**config.mk**
```make
export PLATFORM = sky130hd
export DESIGN_NAME = cpu_fetch
export DESIGN_NICKNAME = d
export VERILOG_FILES = /design/src/rtl/cpu_fetch_pkg.sv /design/src/rtl/cpu_ififo.sv /design/src/rtl/cpu_fetch.sv
export SDC_FILE = /design/constraint.sdc
export NUM_CORES = 1
export LEC_CHECK = 0
export CORE_MARGIN = 5
export CORE_UTILIZATION = 48
export CTS_CLUSTER_DIAMETER = 150
export CTS_CLUSTER_SIZE = 10
export DETAILED_ROUTE_END_ITERATION = 16
export PLACE_DENSITY = 0.76
export SYNTH_ARGS = -nofsm -noshare
export SYNTH_HDL_FRONTEND = slang
export SYNTH_SLANG_ARGS = --single-unit
export TNS_END_PERCENT = 50
```
**constraint.sdc**
```tcl
create_clock -name clk_i -period 11.9 [get_ports clk_i]
set_clock_uncertainty 0.1 [all_clocks]
set_input_delay 2.38 -clock clk_i [delete_from_list [all_inputs] [get_ports clk_i]]
set_output_delay 2.38 -clock clk_i [all_outputs]
set_load 0.03 [all_outputs]
```
**src/rtl/cpu_fetch_pkg.sv**
```systemverilog
// Shared fetch definitions: fetch FSM states and long-form opcode test.
// Also used by the disassembler/trace to size instructions.
package cpu_fetch_pkg;

   typedef enum logic [1:0] {
      F_RUN   = 2'd0,
      F_WAIT  = 2'd1,
      F_DRAIN = 2'd2
   } fetch_state_t;

   function automatic logic is_long(input logic [15:0] op);
      logic hit;
      hit = 1'b0;
      case (op[13:8])
         6'h01, 6'h03, 6'h08, 6'h09,
         6'h0C, 6'h0D, 6'h1A, 6'h1B,
         6'h1D, 6'h1F, 6'h20, 6'h22,
         6'h24, 6'h36, 6'h37, 6'h38,
         6'h39: hit = 1'b1;
         default: hit = 1'b0;
      endcase
      return (op[15:14] == 2'b00) && hit;
   endfunction

endpackage

```
**src/rtl/cpu_ififo.sv**
```systemverilog
// Halfword FIFO: single push, 1- or 3-entry pop, peek of three head
// entries, synchronous clear.
module cpu_ififo #(
   parameter int DEPTH = 8
) (
   input  logic                     clk,
   input  logic                     rst,
   input  logic                     clear,
   input  logic                     push,
   input  logic [15:0]              push_data,
   input  logic [1:0]               pop_cnt,
   output logic [15:0]              head0,
   output logic [15:0]              head1,
   output logic [15:0]              head2,
   output logic [$clog2(DEPTH):0]   count
);

   localparam int AW = $clog2(DEPTH);
   localparam int CW = AW + 1;

   logic [15:0]   mem [DEPTH];
   logic [AW-1:0] wr_ptr;
   logic [AW-1:0] rd_ptr;

   always_ff @(posedge clk) begin
      if (push)
         mem[wr_ptr] <= push_data;
   end

   // Push and pop may both hit the same cycle, even when full.
   always_ff @(posedge clk) begin
      if (rst || clear) begin
         wr_ptr <= '0;
         rd_ptr <= '0;
         count  <= '0;
      end else begin
         wr_ptr <= wr_ptr + AW'(push);
         rd_ptr <= rd_ptr + AW'(pop_cnt);
         count  <= count + CW'(push) - CW'(pop_cnt);
      end
   end

   assign head0 = mem[rd_ptr];
   assign head1 = mem[rd_ptr + AW'(1)];
   assign head2 = mem[rd_ptr + AW'(2)];

endmodule

```
**src/rtl/cpu_fetch.sv**
```systemverilog
// Instruction fetch: halfword reads into a FIFO, opcode/operand
// assembly, one instruction per cycle to decode.
module cpu_fetch
   import cpu_fetch_pkg::*;
#(
   parameter logic [31:0] BOOT_ADDR  = 32'h0000_1000,
   parameter int          FIFO_DEPTH = 8
) (
   input  logic        clk_i,
   input  logic        rst_i,
   output logic [31:0] imem_address_o,
   output logic        imem_read_o,
   input  logic [15:0] imem_data_i,
   input  logic        imem_ack_i,
   input  logic        flush_i,
   input  logic [31:0] flush_target_i,
   input  logic        stall_i,
   output logic [15:0] opcode_o,
   output logic [31:0] operand_o,
   output logic [31:0] pc_o,
   output logic        valid_o
);

   localparam int CW = $clog2(FIFO_DEPTH) + 1;

   fetch_state_t  state;
   fetch_state_t  state_n;
   logic [31:0]   fetch_addr;
   logic [31:0]   req_addr;
   logic [31:0]   issue_pc;
   logic [31:0]   target;
   logic [CW-1:0] count;
   logic [CW-1:0] avail;
   logic [CW-1:0] need;
   logic [15:0]   h0, h1, h2;
   logic [15:0]   e0, e1, e2;
   logic          fetch;
   logic          push;
   logic          long_op;
   logic          load;
   logic [1:0]    pop_cnt;

   assign target = {flush_target_i[31:1], 1'b0};

   cpu_ififo #(.DEPTH(FIFO_DEPTH)) u_fifo (
      .clk       (clk_i),
      .rst       (rst_i),
      .clear     (flush_i),
      .push      (push),
      .push_data (imem_data_i),
      .pop_cnt   (pop_cnt),
      .head0     (h0),
      .head1     (h1),
      .head2     (h2),
      .count     (count)
   );

   always_ff @(posedge clk_i) begin
      if (rst_i)
         state <= F_RUN;
      else
         state <= state_n;
   end

   always_comb begin
      state_n = state;
      fetch   = 1'b0;
      push    = 1'b0;
      unique case (state)
         F_RUN: begin
            fetch = !flush_i && (count < CW'(FIFO_DEPTH));
            if (fetch)
               state_n = F_WAIT;
         end
         F_WAIT: begin
            if (imem_ack_i) begin
               push    = !flush_i;
               state_n = F_RUN;
            end else if (flush_i) begin
               state_n = F_DRAIN;
            end
         end
         F_DRAIN: begin
            if (imem_ack_i)
               state_n = F_RUN;
         end
         default: state_n = F_RUN;
      endcase
   end

   assign imem_read_o    = (fetch && !rst_i) || (state != F_RUN);
   assign imem_address_o = (state == F_RUN) ? fetch_addr : req_addr;

   // Incoming ack data is visible to issue in the same cycle.
   always_comb begin
      avail   = count + CW'(push);
      e0      = (count != '0)       ? h0 : imem_data_i;
      e1      = (count >  CW'(1))   ? h1 : imem_data_i;
      e2      = (count >  CW'(2))   ? h2 : imem_data_i;
      long_op = is_long(e0);
      need    = long_op ? CW'(3) : CW'(1);
      load    = !flush_i && (!valid_o || !stall_i) && (avail >= need);
      pop_cnt = 2'd0;
      if (load)
         pop_cnt = long_op ? 2'd3 : 2'd1;
   end

   always_ff @(posedge clk_i) begin
      if (rst_i) begin
         fetch_addr <= BOOT_ADDR;
         req_addr   <= BOOT_ADDR;
         issue_pc   <= BOOT_ADDR;
         valid_o    <= 1'b0;
         opcode_o   <= '0;
         operand_o  <= '0;
         pc_o       <= BOOT_ADDR;
      end else begin
         if (fetch)
            req_addr <= fetch_addr;
         if (flush_i) begin
            fetch_addr <= target;
            issue_pc   <= target;
            valid_o    <= 1'b0;
         end else begin
            if (push)
               fetch_addr <= fetch_addr + 32'd2;
            if (load) begin
               opcode_o  <= e0;
               operand_o <= long_op ? {e1, e2} : 32'h0;
               pc_o      <= issue_pc;
               issue_pc  <= issue_pc + (long_op ? 32'd6 : 32'd2);
               valid_o   <= 1'b1;
            end else if (!stall_i) begin
               valid_o <= 1'b0;
            end
         end
      end
   end

endmodule
```
==> results.sh <==
export IMPL_status="complete, no violations"
export IMPL_core_area_um2=30700
export IMPL_end_kind="primary output"
export IMPL_path_class="in2out"
export IMPL_num_rows=64
export IMPL_slew_viol_final=0
export IMPL_synth_seq_cells=313
export IMPL_nets=1577
export IMPL_track_usage_pct=21.7
export IMPL_period_minus_slack_ps=7420
export IMPL_gp_congestion=0.844
export IMPL_dpl_hpwl_mm=25.5
export IMPL_fillCellCount=2511
export IMPL_cts_htree_levels=2
export IMPL_rr_worst_depth=21
export IMPL_synth_warnings=0
export IMPL_startpoint_type="primary input"
export IMPL_rsz0062_at_grt="false"
export IMPL_finalCritPeriodShare_pct=62.3
export IMPL_vias=11300
export IMPL_avgSynthCellArea_um2=10.9
export IMPL_cap_viol_max_count=0
export IMPL_post_cts_buffers=0
export IMPL_worst_path_max_delay_cell="clkinv_1"
export IMPL_synth_cells=1376
export IMPL_clock_path_buffers=3
export IMPL_fin_cells=1924
export IMPL_setup_tns_ps=0
export IMPL_postSynth_asyncResetShare_pct=0
export IMPL_cp_arrival_ps=4940
export IMPL_yosysSeqAreaShare_pct=50.4
export IMPL_syn2layout_area_growth_pct=19.9
export IMPL_cts_hold_buf=0
export IMPL_grt_start_max_net_pins=79
export IMPL_vdd_ir_drop_max_mv=0.0952
export IMPL_regArea_um2=7550
export IMPL_clkLatencyLatePin_ps=520
export IMPL_hold_viol=0
export IMPL_antenna_found_initial=0
export IMPL_synth_xor_area_share_pct=3.51
export IMPL_grt_overflow=0
export IMPL_grt_pass1_wl_mm=62.2
export IMPL_setup_viol=0
export IMPL_leakage_nw=5.86
export IMPL_syn_area_um2=15000
export IMPL_hp_class="reg2reg"
export IMPL_synthSimpleGateAreaFrac_pct=13.2
export IMPL_initial_core_util_pct=48.8
export IMPL_grt_pass1_vias=11400
export IMPL_clock_sinks=313
export IMPL_drtIter0Drc=805
export IMPL_cts_resized=0
export IMPL_drc_errors=0
export IMPL_numCtsBuffers=37
export IMPL_drt_first_pass_iters=5
export IMPL_antenna_cells=0
export IMPL_path_cells="buf_4, clkinv_1, nand2_1, o21ai_0, clkdlybuf4s50_1"
export IMPL_fmax_mhz=135
export IMPL_synth_top_family_by_area="multiplexers"
export IMPL_r2r_start="u_fifo.rd_ptr[0]"
export IMPL_cp_required_ps=9420
export IMPL_p_per_area_nw_per_um2=141
export IMPL_drive_above_1_share_pct=15.4
export IMPL_p_total_mw=2.53
export IMPL_critPathLaunch="rst_i"
export IMPL_synth_compound_area_share_pct=11.3
export IMPL_yosysUniqueCellTypes=67
export IMPL_clk_pin_slew_ps=50
export IMPL_io_pins=167
export IMPL_placed_area_um2=16900
export IMPL_post_place_cells=1867
export IMPL_cts_tree="yes"
export IMPL_die_w_um=187
export IMPL_whs_path_depth=2
export IMPL_vias_per_cell=5.88
export IMPL_min_from="operand_o[20]"
export IMPL_ys_flop_type="dfxtp_1"
export IMPL_numPortBuffers=163
export IMPL_fin_util_pct=58.5
export IMPL_wl_mm=38.8
export IMPL_cts_root_buf="clkbuf_16"
export IMPL_die_y_um=187
export IMPL_synth_edff_count=128
export IMPL_fin_area_um2=17900
export IMPL_maxSlewHeadroom_pct=20.6
export IMPL_post_drt_wl_per_cell_um=20.2
export IMPL_crit_path_max_fanout=26
export IMPL_final_antenna_net_count=0
export IMPL_synthAdderAreaFrac_pct=1.32
export IMPL_die_area_um2=34800
export IMPL_multi_input_area_um2=7050
export IMPL_tightest_slew_ps=1190
export IMPL_synth_mux_area_share_pct=17.0
export IMPL_cpPeakStageDelay_ps=790
[Yosys cell counts (all sizes together), types with 2 or more instances]
| master | n | area share [%] |
|---|---|---|
| o211ai | 11 | 0.59 |
| mux4 | 76 | 11 |
| and4 | 4 | 0.25 |
| o21a | 7 | 0.35 |
| ha | 11 | 0.92 |
| o31a | 5 | 0.30 |
| clkbuf | 55 | 1.4 |
| fa | 3 | 0.40 |
| inv | 11 | 0.28 |
| nor3 | 12 | 0.43 |
| or3 | 5 | 0.21 |
| dfxtp | 185 | 25 |
| mux2 | 38 | 2.9 |
| o21ai | 54 | 2.6 |
| clkinv | 2 | 0.050 |
| nand4 | 11 | 0.50 |
| nand3 | 32 | 1.1 |
| nor2 | 83 | 2.1 |
| xnor2 | 24 | 1.4 |
| xor2 | 36 | 2.1 |
| nor4 | 2 | 0.18 |
| nand2 | 260 | 6.5 |
| o22ai | 12 | 0.50 |
| and3 | 8 | 0.33 |
| buf | 35 | 1.5 |
| a31oi | 3 | 0.13 |
| mux2i | 41 | 2.7 |
| or2 | 4 | 0.17 |
| and2 | 10 | 0.42 |
| nand2b | 10 | 0.42 |
| a21boi | 11 | 0.55 |
| or4 | 2 | 0.13 |
| a311oi | 3 | 0.18 |
| a211oi | 17 | 0.85 |
| edfxtp | 128 | 26 |
| a21oi | 149 | 5.0 |
| nor2b | 4 | 0.17 |
[registers in the layout, summed over array words and instances (netlist names)]
| signal | cells |
|---|---|
| u_fifo.rd_ptr | 3 |
| u_fifo.mem | 128 |
| opcode_o | 16 |
| pc_o | 31 |
| u_fifo.wr_ptr | 3 |
| req_addr | 31 |
| fetch_addr | 31 |
| u_fifo.count | 4 |
| state | 2 |
| operand_o | 32 |
| valid_o | 1 |
| issue_pc | 31 |
[worst max-delay path: cells and delay by family]
kind / cells / cell delay, ps
compound gates: 1 / 140
buf+inv: 3 / 1780
simple gates: 1 / 610
[routing by layer]
layer | share of wire [%] | up-vias | global-route usage [%]
li1 | - | 5236 | -
met2 | 49 | 483 | 36.6
met1 | 42 | 5533 | 28.5
met3 | 7.5 | 59 | 4.88
met4 | 2.1 | 0 | 5.47
met5 | 0 | - | 0
[stage by stage]
step	hold WS [ps]	setup WS [ps]
2_1_floorplan	334	5930
3_3_place_gp	336	4400
3_5_place_dp	342	4340
4_1_cts	353	4490
5_1_grt	368	4340
6_report	351	4480
[worst paths after layout]
kind         slack, ps         endpoint
max               4480      imem_read_o
min                350    operand_o[20]
max reg2reg       5200  u_fifo.count[3]
min reg2reg        350    operand_o[20]
[kinds of logic after synthesis]
family                   count (synthesis)
AO/OA/AOI/OAI                          277
XOR/XNOR                                60
adder cells (fa/ha/maj)                 14
buffers and inverters                  103
flip-flops                             313
multiplexers                           155
other                                    1
AND/OR/NAND/NOR                        453
[area by class of cell]
type                       instances  area share, %
multi-input combinational        961           39.3
sequential                       313           42.1
timing repair buffer             184           9.96
tap                              396           2.76
inverter                          13          0.272
clock inverter                     3          0.146
clock buffer                      54           5.51
[power breakdown]
part           switching [mW]  leakage [nW]  internal, mW
Clock                   0.419         0.490         0.572
Sequential             0.0335          2.66          1.15
Combinational           0.219          2.71         0.138
[placed cells by master (no fill, tap or decap), types with 8 or more instances in the layout]
cell type        instances
xor2_1                  35
and2_1                  10
mux4_2                  76
and3_1                   8
nand2b_1                 9
clkbuf_16               37
nand4_1                 10
xnor2_1                 24
o22ai_1                 12
buf_4                   22
ha_1                    11
nand2_1                260
o211ai_1                10
edfxtp_1               128
nand3_1                 32
a21boi_0                10
a21oi_1                148
o21ai_0                 22
nor2_2                   9
mux2_2                  36
clkbuf_1                17
mux2i_1                 41
nor2_1                  74
dfxtp_1                183
clkdlybuf4s50_1        162
inv_1                   10
a211oi_1                16
o21ai_2                 30
nor3_1                   9
No activity file was read; power rests on OpenSTA's default activity.
